$ cat src/rtl/lsu_master.sv
// Load/store initiator: one byte/half/word request at a time, sub-word stores done as read-modify-write.
// Latency: fault 1, load 2, word store 2, sub-word store 3 cycles from accept to resp_valid_o; no response backpressure.
module lsu_master #(
   parameter int unsigned MEM_WORDS = 32
) (
   input  logic        clk_i,
   input  logic        rst_ni,
   input  logic        req_valid_i,
   output logic        req_ready_o,
   input  logic        req_we_i,
   input  logic [1:0]  req_size_i,
   input  logic        req_unsigned_i,
   input  logic [31:0] req_addr_i,
   input  logic [31:0] req_wdata_i,
   output logic        resp_valid_o,
   output logic [31:0] resp_rdata_o,
   output logic        resp_fault_o,
   output logic        mem_read_o,
   output logic        mem_write_o,
   output logic [31:0] mem_addr_o,
   output logic [31:0] mem_wdata_o,
   input  logic [31:0] mem_rdata_i
);

   typedef enum logic [1:0] {IDLE, RD, WR, RESP} state_t;

   state_t      state_q;
   logic        we_q, uns_q;
   logic [1:0]  size_q, lane_q;
   logic [15:0] wdata_q;
   logic        resp_valid_q, resp_fault_q, mem_read_q, mem_write_q;
   logic [31:0] resp_rdata_q, mem_addr_q, mem_wdata_q;

   logic        fault_d;
   logic [31:0] load_d, merge_d;
   logic [7:0]  byte_d;
   logic [15:0] half_d;

   always_comb begin
      fault_d = (req_size_i == 2'b11)
             || (req_size_i == 2'b01 && req_addr_i[0])
             || (req_size_i == 2'b10 && req_addr_i[1:0] != 2'b00)
             || ({2'b00, req_addr_i[31:2]} >= MEM_WORDS);

      byte_d = mem_rdata_i[{lane_q, 3'b000} +: 8];
      half_d = mem_rdata_i[{lane_q[1], 4'b0000} +: 16];
      case (size_q)
         2'b00:   load_d = uns_q ? {24'h0, byte_d} : {{24{byte_d[7]}}, byte_d};
         2'b01:   load_d = uns_q ? {16'h0, half_d} : {{16{half_d[15]}}, half_d};
         default: load_d = mem_rdata_i;
      endcase

      // Old word with only the addressed lane replaced, written back in WR.
      merge_d = mem_rdata_i;
      if (size_q == 2'b00)
         merge_d[{lane_q, 3'b000} +: 8] = wdata_q[7:0];
      else if (size_q == 2'b01)
         merge_d[{lane_q[1], 4'b0000} +: 16] = wdata_q;
   end

   always_ff @(posedge clk_i or negedge rst_ni) begin
      if (!rst_ni) begin
         state_q      <= IDLE;
         we_q         <= 1'b0;
         uns_q        <= 1'b0;
         size_q       <= 2'b00;
         lane_q       <= 2'b00;
         wdata_q      <= 16'h0;
         resp_valid_q <= 1'b0;
         resp_fault_q <= 1'b0;
         resp_rdata_q <= 32'h0;
         mem_read_q   <= 1'b0;
         mem_write_q  <= 1'b0;
         mem_addr_q   <= 32'h0;
         mem_wdata_q  <= 32'h0;
      end else begin
         case (state_q)
            IDLE: if (req_valid_i) begin
               we_q    <= req_we_i;
               uns_q   <= req_unsigned_i;
               size_q  <= req_size_i;
               lane_q  <= req_addr_i[1:0];
               wdata_q <= req_wdata_i[15:0];
               if (fault_d) begin
                  state_q      <= RESP;
                  resp_valid_q <= 1'b1;
                  resp_fault_q <= 1'b1;
                  resp_rdata_q <= 32'h0;
               end else if (req_we_i && req_size_i == 2'b10) begin
                  state_q     <= WR;
                  mem_write_q <= 1'b1;
                  mem_addr_q  <= {2'b00, req_addr_i[31:2]};
                  mem_wdata_q <= req_wdata_i;
               end else begin
                  state_q    <= RD;
                  mem_read_q <= 1'b1;
                  mem_addr_q <= {2'b00, req_addr_i[31:2]};
               end
            end
            RD: begin
               mem_read_q <= 1'b0;
               if (we_q) begin
                  state_q     <= WR;
                  mem_write_q <= 1'b1;
                  mem_wdata_q <= merge_d;
               end else begin
                  state_q      <= RESP;
                  mem_addr_q   <= 32'h0;
                  resp_valid_q <= 1'b1;
                  resp_fault_q <= 1'b0;
                  resp_rdata_q <= load_d;
               end
            end
            WR: begin
               state_q      <= RESP;
               mem_write_q  <= 1'b0;
               mem_addr_q   <= 32'h0;
               mem_wdata_q  <= 32'h0;
               resp_valid_q <= 1'b1;
               resp_fault_q <= 1'b0;
               resp_rdata_q <= 32'h0;
            end
            default: begin
               state_q      <= IDLE;
               resp_valid_q <= 1'b0;
               resp_fault_q <= 1'b0;
               resp_rdata_q <= 32'h0;
            end
         endcase
      end
   end

   assign req_ready_o  = (state_q == IDLE);
   assign resp_valid_o = resp_valid_q;
   assign resp_rdata_o = resp_rdata_q;
   assign resp_fault_o = resp_fault_q;
   assign mem_read_o   = mem_read_q;
   assign mem_write_o  = mem_write_q;
   assign mem_addr_o   = mem_addr_q;
   assign mem_wdata_o  = mem_wdata_q;

endmodule

$ cat config.mk
export PLATFORM = sky130hd
export DESIGN_NAME = lsu_master
export DESIGN_NICKNAME = d
export VERILOG_FILES = /design/src/rtl/lsu_master.sv
export SDC_FILE = /design/constraint.sdc
export NUM_CORES = 1
export LEC_CHECK = 0
export CAP_MARGIN = 5
export CELL_PAD_IN_SITES_DETAIL_PLACEMENT = 1
export CELL_PAD_IN_SITES_GLOBAL_PLACEMENT = 2
export CORE_MARGIN = 2
export CORE_UTILIZATION = 30
export CTS_BUF_LIST = sky130_fd_sc_hd__clkbuf_8
export CTS_CLUSTER_SIZE = 16
export DETAILED_ROUTE_END_ITERATION = 6
export PLACE_DENSITY = 0.79
export RECOVER_POWER = 25
export SLEW_MARGIN = 10
export SYNTH_ARGS = -nofsm -noshare
export SYNTH_HDL_FRONTEND = slang
export SYNTH_SLANG_ARGS = --single-unit
export TNS_END_PERCENT = 20
$ cat constraint.sdc
create_clock -name clk_i -period 3 [get_ports clk_i]
set_input_delay 0.6 -clock clk_i [delete_from_list [all_inputs] [get_ports clk_i]]
set_output_delay 0.6 -clock clk_i [all_outputs]
set_load 0.05 [all_outputs]
==> flow_metrics.env <==
export IMPL_wl_met1_mm=10.7
export IMPL_overflow=0
export IMPL_pwr_share_seq_pct=23.3
export IMPL_ctsRootBufferMaster="clkbuf_8"
export IMPL_cp_start_kind="input pin"
export IMPL_switching_share_pct=48.8
export IMPL_vdd_drop_max_mv=0.506
export IMPL_first_iter_violations=267
export IMPL_synth_seq_cells=122
export IMPL_p_switching_mw=6.11
export IMPL_drtPass1Iterations=7
export IMPL_status="completed"
export IMPL_cts_htree_levels=4
export IMPL_fp_dieArea_sq_um=24200
export IMPL_design_area_sq_um=9670
export IMPL_yosys_area_share_simple_pct=10.7
export IMPL_via_count=6105
export IMPL_avgSynthCellArea_sq_um=10.8
export IMPL_drc=0
export IMPL_layout_common_cells="200 x clkdlybuf4s50_1, 122 x dfrtp_1, 61 x mux2_2, 43 x nor2b_1, 36 x a21oi_1"
export IMPL_r2r_end="mem_wdata_o[30]$_DFFE_PN0P_"
export IMPL_core_sq_um=22600
export IMPL_final_nets=950
export IMPL_post_cts_setup_buffers=0
export IMPL_min_path_type="in -> async"
export IMPL_cp_max_fo=29
export IMPL_insertion_delay_ns=0.45
export IMPL_cts_resized=0
export IMPL_slowest_delay_ns=0.51
export IMPL_pwr_share_clk_pct=11.7
export IMPL_start_util_pct=30.5
export IMPL_fin_crit_sh_pct=89.2
export IMPL_max_cap_viol_count=0
export IMPL_post_drt_via_cell_ratio=5.38
export IMPL_synth_top_area_cell="dfrtp_1"
export IMPL_wl_per_cell_um=21.7
export IMPL_grt_setup_unrepaired="no"
export IMPL_synth_edf_count=0
export IMPL_cts_tree="built"
export IMPL_wl_met2_mm=11.5
export IMPL_reg2regPathDepth=7
export IMPL_synth_cell_types=51
export IMPL_synthAdderAreaFrac_pct=1.81
export IMPL_worst_ep_required_time_ns=3.33
export IMPL_hold_buffers=0
export IMPL_dr_wl_met3_mm=2.13
export IMPL_crit_slowest_cell="or3b_2"
export IMPL_cts_sinks=122
export IMPL_ctsLongestPathBuffers=2
export IMPL_grt_max_degree=69
export IMPL_tightest_slew_ns=1.40
export IMPL_port_buffers=201
export IMPL_leakage_nw=4.10
export IMPL_synth_async_sr_flop_share_pct=100
export IMPL_top_layer_used="met4"
export IMPL_finalCriticalPeriod_ns=2.68
export IMPL_cp_end_kind="register"
export IMPL_synth_top_area_share_pct=44.3
export IMPL_synth_cells=640
export IMPL_final_antenna_net_count=0
export IMPL_netlist_area_sq_um=6890
export IMPL_final_common_cell="clkdlybuf4s50_1"
export IMPL_maxSlewHeadroom_pct=6.76
export IMPL_grt_pass1_vias=6681
export IMPL_synth_area_leaders="dfrtp_1 44%, mux2_2 10%, mux2_4 4.6%, nor2b_1 3.9%, a221o_1 2.8%"
export IMPL_path_cells="clkdlybuf4s50_1, nor4_2, nand4_1, o41ai_2, or3b_2, buf_12, mux2_4"
export IMPL_antenna_cells=0
export IMPL_synthMuxAreaShare_pct=17.7
export IMPL_dp_hpwl_mm=18.6
export IMPL_clk_pin_slew_worst_paths_ns=0.08
export IMPL_setup_viol=0
export IMPL_finalMaxSlewViolations=0
export IMPL_place_area_sq_um=9300
export IMPL_hold_viol_final=0
export IMPL_timing_fmax_mhz=374
export IMPL_yosysWarningCount=0
export IMPL_timing_rr_start="lane_q[1]$_DFFE_PN0P_"
export IMPL_combPwrFrac_pct=65.0
export IMPL_place_gp_congestion=0.889
export IMPL_yosysSeqAreaShare_pct=44.3
export IMPL_drive_gt1_share_pct=18.2
export IMPL_cts_made_buffers=17
export IMPL_rows=55
export IMPL_p_int_mw=6.42
export IMPL_grt_antenna_before_repair=1
export IMPL_critPathArrivalTime_ns=3.01
export IMPL_area_delta_synth_final_pct=40.3
export IMPL_powerDensity_nw_per_um2=1300
export IMPL_boundaryPins=204
export IMPL_synth_top_flop_cell="dfrtp_1"
export IMPL_die_h_um=156
export IMPL_grt_use_total_pct=20.6
export IMPL_synth_xor_area_share_pct=0
export IMPL_skew_ns=0.0165
export IMPL_grt_pass1_wl_mm=38.5
export IMPL_routed_wl_mm=24.7
export IMPL_synth_compound_area_share_pct=20.3
export IMPL_timing_worst_setup_path_type="in -> reg"
export IMPL_setup_tns_ns=0
export IMPL_die_w_um=156
export IMPL_synth_top_family_by_area="compound AO/OA/AOI/OAI gates"
export IMPL_r2r_setup_slack_ns=0.45
export IMPL_hold_slack_ns=0.459
==> how the worst max path moves through the flow <==
stage	startpoint	to	slack (ns)	cells after the start
after floorplan	lane_q[1]$_DFFE_PN0P_	mem_wdata_o[30]$_DFFE_PN0P_	0.44	9
after global placement	req_addr_i[8]	mem_wdata_o[11]$_DFFE_PN0P_	-0.09	7
final	req_addr_i[9]	mem_wdata_o[31]$_DFFE_PN0P_	0.32	7
after CTS	state_q[0]$_DFFE_PN0N_	req_ready_o	0.31	3
after global routing	req_addr_i[8]	mem_wdata_o[0]$_DFFE_PN0P_	0.24	8
after detailed placement	req_addr_i[9]	mem_wdata_o[31]$_DFFE_PN0P_	-0.14	7
==> registers in the layout (all words and copies together) (netlist names) <==
name,cells
mem_write_o,1
resp_rdata_o,32
state_q,2
mem_read_o,1
size_q,2
lane_q,2
mem_addr_o,30
resp_valid_o,1
resp_fault_o,1
we_q,1
mem_wdata_o,32
uns_q,1
wdata_q,16
==> per-layer routing <==
layer	global-route usage (%)	up-vias
li1	-	2788
met4	5.64	0
met3	7.39	25
met5	0	-
met1	26.3	3040
met2	33.2	252
==> through the flow <==
stage	util (%)	std cells	power (mW)	setup slack, ns
6_report	42.8	1135	12.5	0.324
5_1_grt	42.8	1135	13.3	0.242
4_1_cts	42.9	1135	12.6	0.310
3_5_place_dp	41.2	1103	11.1	-0.138
3_3_place_gp	41.2	1103	10.9	-0.0925
2_1_floorplan	-	641	8.51	0.443
==> power by group through the flow <==
stage | sequential [mW] | clock (mW) | combinational [mW]
2_1_floorplan | 4.56 | 0 | 3.95
4_1_cts | 2.93 | 1.52 | 8.19
6_report | 2.92 | 1.47 | 8.14
5_1_grt | 3.02 | 1.60 | 8.68
3_3_place_gp | 2.90 | 0 | 7.96
3_5_place_dp | 2.95 | 0 | 8.17
==> critical path, delay by kind of cell <==
family / cells / cell delay (ns)
AOI/OAI and AO/OA: 1 / 0.40
and+or+nand+nor: 3 / 1.00
muxes: 1 / 0.33
buffers and inverters: 2 / 0.64
==> cell usage after synthesis (8+ instances only) <==
cell       number
a221o_1        19
o2bb2ai_1      17
o22ai_1        18
a222oi_1        8
mux2i_1        17
nor2_1         12
mux2_2         61
mux2_4         21
nor3_1         18
o21ai_0        27
ha_1           10
nand2_1        31
a32o_1         11
inv_1          26
a22o_1         12
a21oi_1        36
a221oi_1        8
dfrtp_1       122
nand3_1        10
clkbuf_1       43
nor2b_1        43
==> cell families after synthesis <==
logic type,Yosys count
buffers and inverters,83
DFF,122
other,1
AOI/OAI and AO/OA,189
and+or+nand+nor,134
muxes,101
adders and majority gates,10
==> final cells by class <==
class | instances | area [sq um]
Clock buffer | 17 | 234
Clock inverter | 15 | 154
Fill cell | 2485 | 12900
Inverter | 27 | 101
Multi-Input combinational cell | 436 | 3490
Sequential cell | 122 | 3050
Tap cell | 285 | 357
Timing Repair Buffer | 233 | 2280
(Power assumes the default switching activity.)
==> patch 1 (same settings) <==
Re-encode `state_t` (4 states) as Gray code, 2 bits wide.
--- a/src/rtl/lsu_master.sv
+++ b/src/rtl/lsu_master.sv
@@ -22,7 +22,7 @@
    input  logic [31:0] mem_rdata_i
 );
 
-   typedef enum logic [1:0] {IDLE, RD, WR, RESP} state_t;
+   typedef enum logic [1:0] {IDLE = 2'b00, RD = 2'b01, WR = 2'b11, RESP = 2'b10} state_t;
 
    state_t      state_q;
    logic        we_q, uns_q;
Function: no difference found for any inputs over 4 cycles, from zero or initial values and one cycle with rst_ni low; so few cycles prove little.
==> patch 1 against the unedited design <==
- the flow now finishes with violations (max-capacitance violations, max-slew violations)
- sequential share of layout area increased by 0.73 points
- largest cell class unchanged
- maximum frequency is 0.86% lower
- final area fell by 2.3%
- first-iteration DRC count up 62%
- wire length increased by 8.8%
- area after synthesis shrank 4.0%
- highest routed layer unchanged
- worst setup slack worse by 23 ps
- critical path depth unchanged
- critical path type is now reg -> reg
- clock skew down 2.2 ps
- sequential cell count is the same
Power is not compared: it rests on default switching activity, and its combinational part moved more than twofold at a synthesized area within 25%.
==> patch 1: results (changes against the unedited design) <==
| Metric | Value |
|---|---|
| First-pass GRT wire length | `42.3 mm (was 38.5 mm)` |
| Routed length per instance | `22.7 um (was 21.7 um)` |
| Ys async rst share | `100% (unchanged)` |
| Setup Skew | `14.4 ps (was 16.5 ps)` |
| Clock transition at path regs | `90 ps` |
| Sequential area share after synthesis | `46.1% (was 44.3%)` |
| Top cell family by delay on the critical path | `buffers and inverters (was simple AND/OR/NAND/NOR gates)` |
| P_seq | `0.00187 W` |
| Longest Clk Path Bufs | `2 (unchanged)` |
| Area of placed instances | `9050 um^2 (was 9300 um^2)` |
| Synth area leaders | `dfrtp_1 46%, nor2_1 3.6%, mux2_2 3.6%, nand2_1 3.5%, a21oi_1 2.9% (was dfrtp_1 44%, mux2_2 10%, mux2_4 4.6%, nor2b_1 3.9%, a221o_1 2.8%)` |
| Distinct cells, synth | `55 (was 51)` |
| Initial DRC count | `433 (was 267)` |
| Detail Placement HPWL | `20.1 mm (was 18.6 mm)` |
| GPL Wtd Cong | `0.906 (was 0.889)` |
| Port bufs | `201 (unchanged)` |
| Tightest Pin Transition | `2090 ps (was 1400 ps)` |
| Leakage | `4.04 nW` |
| HP Class | `reg -> reg (was in -> async)` |
| Total GRT Usage | `23.4% (was 20.6%)` |
| Setup repair bufs after CTS | `0 (unchanged)` |
| Slowest Stage Delay on Critical Path | `760 ps (was 510 ps)` |
| Vias in the first global route | `6973 (was 6681)` |
| Overall power | `0.00466 W` |
| Clock power share | `33.1%` |
| Critical path's slowest cell | `dfrtp_1 (was or3b_2)` |
| Clock root buffer | `clkbuf_8 (unchanged)` |
| CP Max Fanout | `17 (was 29)` |
| Nets@finish | `1000 (was 950)` |
| Dpl cells | `1153 (was 1103)` |
| Worst VDD drop | `0.259 mV` |
| CTS resizes | `0 (unchanged)` |
| Worst Path Arrival | `3100 ps (was 3010 ps)` |
| Max Slew Vio Count | `36 (was 0)` |
| Synth Instances | `693 (was 640)` |
| Synth warn | `0 (unchanged)` |
| Fraction of final layout cells sized beyond drive strength 1 | `11.8% (was 18.2%)` |
| Failing checks | `max-capacitance violations, max-slew violations` |
| Status | `finished, violations left (was finished clean)` |
| Total CTS buffers | `17 (unchanged)` |
| Diodes inserted | `0 (unchanged)` |
| Total iterations of the first detailed-routing run | `5 (was 7)` |
| Worst skew pair latency | `450 ps (about the same)` |
| Via/cell ratio | `5.55 (was 5.38)` |
| Pint | `0.00294 W` |
| MaxCap Viol Count | `1 (was 0)` |
| H-Tree Depth | `4 (unchanged)` |
| Via count | `6574 (was 6105)` |
| Initial antenna violation count | `0 (was 1)` |
| Largest net degree at the start of global routing | `65 (was 69)` |
| DP Worst Slack | `-78.4 ps (was -138 ps)` |
| Top cells by count, synth | `122 x dfrtp_1, 64 x nor2_1, 62 x nand2_1 (was 122 x dfrtp_1, 61 x mux2_2, 43 x clkbuf_1, 43 x nor2b_1, 36 x a21oi_1)` |
==> patch 1: layer usage <==
layer / share of wire [%] / wire (um) / GRT usage, % / vias to the layer above
li1: - / - / - / 2976
met1: 43 / 11700 / 31.3 / 3310
met2: 48 / 12900 / 37.7 / 245
met3: 5.6 / 1510 / 4.89 / 43
met4: 2.9 / 792 / 7.98 / 0
met5: 0 / 0 / 0 / -
==> patch 1: cell type report <==
class                   count  area (um^2)
repair buffers            238         2320
flip-flops and latches    122         3050
clock buffers              17          234
inverters                  12         45.0
well taps                 280          350
multi-input cells         501         3280
fillers                  2441        12300
clock inverters            15          168
==> patch 1: final timing paths <==
kind	startpoint	to	slack, ps	depth (start not counted)
worst max-delay path	size_q[1]$_DFFE_PN0P_	resp_rdata_o[4]$_DFFE_PN0P_	300	7
worst min-delay path	resp_rdata_o[13]$_DFFE_PN0P_	resp_rdata_o[13]$_DFFE_PN0P_	480	1
worst max register to register	size_q[1]$_DFFE_PN0P_	resp_rdata_o[4]$_DFFE_PN0P_	300	7
worst min register to register	resp_rdata_o[13]$_DFFE_PN0P_	resp_rdata_o[13]$_DFFE_PN0P_	480	1
max in group asynchronous	rst_ni	mem_wdata_o[3]$_DFFE_PN0P_	880	2
min in group asynchronous	rst_ni	mem_wdata_o[12]$_DFFE_PN0P_	730	1
==> patch 1: logic make-up after synthesis <==
logic type / share of synthesized area, %
DFF: 46.1
and+or+nand+nor: 18.0
adders and majority gates: 0.945
muxes: 6.22
AOI/OAI and AO/OA: 24.1
buffers and inverters: 4.52
other: 0.0566
==> patch 1: worst reg2reg max path: cells and delay by family (launching register included) <==
family	cells	cell delay, ps
DFF	1	760
AOI/OAI and AO/OA	3	830
and+or+nand+nor	1	160
buffers and inverters	3	910
==> patch 2 (same settings) <==
Without the edit above. The parameter `MEM_WORDS` goes from 32 to 16.
--- a/src/rtl/lsu_master.sv
+++ b/src/rtl/lsu_master.sv
@@ -1,7 +1,7 @@
 // Load/store initiator: one byte/half/word request at a time, sub-word stores done as read-modify-write.
 // Latency: fault 1, load 2, word store 2, sub-word store 3 cycles from accept to resp_valid_o; no response backpressure.
 module lsu_master #(
-   parameter int unsigned MEM_WORDS = 32
+   parameter int unsigned MEM_WORDS = 16
 ) (
    input  logic        clk_i,
    input  logic        rst_ni,
Check against the original RTL: not equivalent (Yosys sat finds a counterexample within 4 cycles, from zero or initial values and one cycle with rst_ni low).
==> patch 2 against the unedited design <==
- the run now ends with design-rule violations, max-capacitance violations, max-slew violations left
- final area is 2.1% lower
- sequential cell count stayed put
- critical path depth shrank 3
- largest power group unchanged
- non-clock buffer count down 11
- global-route usage down 0.87 points
- worst setup slack got worse by 96 ps
- power shrank 3.6%
- critical endpoint is now req_ready_o
- area after synthesis shrank 2.7%
- wire length fell by 6.3%
==> patch 2: results (changes against the unedited design) <==
| Metric | Value |
|---|---|
| FILL cells | `2380 (was 2485)` |
| Initial antenna violation count | `2 (was 1)` |
| Area of placed instances | `9020 um^2 (was 9300 um^2)` |
| Top cell family by delay on the critical path | `buffers and inverters (was simple AND/OR/NAND/NOR gates)` |
| Longest Clk Path Bufs | `2 (unchanged)` |
| Routed length per instance | `21.3 um (was 21.7 um)` |
| Setup Skew | `17.9 ps (was 16.5 ps)` |
| PwrDens | `1280 nW/um^2 (was 1300 nW/um^2)` |
| Ys async rst share | `100% (unchanged)` |
| Worst R2R Setup Slack | `240 ps (was 450 ps)` |
| Via/cell ratio | `5.38 (about the same)` |
| Slowest Stage Delay on Critical Path | `820 ps (was 510 ps)` |
| Critical path's slowest cell | `clkdlybuf4s50_1 (was or3b_2)` |
| Sequential area share after synthesis | `45.5% (was 44.3%)` |
| Distinct cells, synth | `60 (was 51)` |
| Initial DRC count | `536 (was 267)` |
| Synth Instances | `594 (was 640)` |
| CP Max Fanout | `8 (was 29)` |
| HP Class | `reg -> reg (was in -> async)` |
| Failing checks | `design-rule violations, max-capacitance violations, max-slew violations` |
| First-pass GRT wire length | `36.4 mm (was 38.5 mm)` |
| DRC | `11 (was 0)` |
| Detail Placement HPWL | `17.5 mm (was 18.6 mm)` |
| Worst Path Arrival | `2170 ps (was 3010 ps)` |
| Synth area leaders | `dfrtp_1 46%, mux2_2 6.9%, nor2b_1 3.7%, mux2i_1 3.4%, a221oi_1 3.0% (was dfrtp_1 44%, mux2_2 10%, mux2_4 4.6%, nor2b_1 3.9%, a221o_1 2.8%)` |
| Total CTS buffers | `17 (unchanged)` |
| Dpl cells | `1055 (was 1103)` |
| Synth warn | `0 (unchanged)` |
| Diodes inserted | `0 (unchanged)` |
| Clock root buffer | `clkbuf_8 (unchanged)` |
| Worst VDD drop | `0.534 mV (was 0.506 mV)` |
| Setup repair bufs after CTS | `0 (unchanged)` |
| Hold WS | `499 ps (was 459 ps)` |
| Nets@finish | `907 (was 950)` |
| Via count | `5851 (was 6105)` |
| Top cells by count, synth | `122 x dfrtp_1, 41 x inv_1, 41 x mux2_2 (was 122 x dfrtp_1, 61 x mux2_2, 43 x clkbuf_1, 43 x nor2b_1, 36 x a21oi_1)` |
| Worst skew pair latency | `450 ps (about the same)` |
| Largest net degree at the start of global routing | `53 (was 69)` |
| Clock transition at path regs | `70 ps` |
| Pint | `0.00627 W (was 0.00642 W)` |
| MaxCap Viol Count | `1 (was 0)` |
| Leakage | `4.03 nW (was 4.10 nW)` |
| GPL Wtd Cong | `0.874 (was 0.889)` |
| H-Tree Depth | `4 (unchanged)` |
| Tightest Pin Transition | `2390 ps (was 1400 ps)` |
| Vias in the first global route | `6344 (was 6681)` |
| Total GRT Usage | `19.8% (was 20.6%)` |
| Status | `finished, violations left (was finished clean)` |
| Congestion Overflow GR | `0 (unchanged)` |
| Max Slew Vio Count | `41 (was 0)` |
| Total iterations of the first detailed-routing run | `7 (unchanged)` |
| Fraction of final layout cells sized beyond drive strength 1 | `16.0% (was 18.2%)` |
patch 2: cell types whose count changed after synthesis, moves of 16 or more:
cell       unedited run  this run
nor3_1               18         1
clkbuf_1             43        16
a21oi_1              36         4
o32ai_1               0        16
mux2_2               61        41
o2bb2ai_1            17         1
a221o_1              19         1
patch 2: power by group through the flow:
stage | Clock, W | Sequential [W] | Combinational (W)
finish | 0.00173 | 0.00287 | 0.00748
global route | 0.00185 | 0.00296 | 0.00796
CTS | 0.00177 | 0.00288 | 0.00752
detailed placement | 0 | 0.00291 | 0.00748
global placement | 0 | 0.00287 | 0.00729
floorplan | 0 | 0.00444 | 0.00367
patch 2: worst register-to-register path, cell delays in order (launching register included):
cell and delay, ps:
dfrtp_1 430, inv_1 100, ha_1 400, a21oi_1 380, o41ai_4 140, buf_4 190, nor3b_2 800, a22o_1 250
patch 2: logic make-up after synthesis:
group | share of synthesized area, %
simple gates | 11.6
compound gates | 18.9
buf+inv | 6.44
flops | 45.5
mux | 15.6
fa+ha+maj | 1.87
other cells | 0.0559
patch 2: routing by layer:
layer	global-route usage, %	vias to the layer above	part of all wire (%)	routed length (um)
met5	0	-	0.13	31
met3	6.74	29	8.1	1880
met1	24.6	2941	42	9730
met4	6.42	4	2.0	459
met2	32.3	254	48	11000
li1	-	2623	-	-
patch 2: worst paths after layout:
check,from,to,cells after the start
min in group asynchronous,rst_ni,resp_rdata_o[12]$_DFFE_PN0P_,1
setup / recovery,state_q[1]$_DFFE_PN0N_,req_ready_o,4
hold / removal,mem_addr_o[24]$_DFFE_PN0P_,mem_addr_o[24]$_DFFE_PN0P_,1
max in group asynchronous,rst_ni,state_q[0]$_DFFE_PN0N_,2
hold reg to reg,mem_addr_o[24]$_DFFE_PN0P_,mem_addr_o[24]$_DFFE_PN0P_,1
setup reg to reg,state_q[1]$_DFFE_PN0N_,resp_rdata_o[22]$_DFFE_PN0P_,7
patch 2: final cells by class:
type                            instances  area (um^2)  area share, %
Multi-Input combinational cell        387         3240           34.2
Sequential cell                       122         3050           32.2
Timing Repair Buffer                  222         2200           23.2
Tap cell                              280          350           3.70
Clock buffer                           17          234           2.47
Clock inverter                         15          225           2.38
Inverter                               44          165           1.74
patch 2: metrics by stage:
| step | utilization (%) | setup slack (ps) |
|---|---|---|
| 6_report | 43.3 | 228 |
| 2_1_floorplan | - | 614 |
| 4_1_cts | 43.3 | 174 |
| 3_3_place_gp | 41.2 | 150 |
| 5_1_grt | 43.3 | 57.3 |
| 3_5_place_dp | 41.2 | 36.7 |
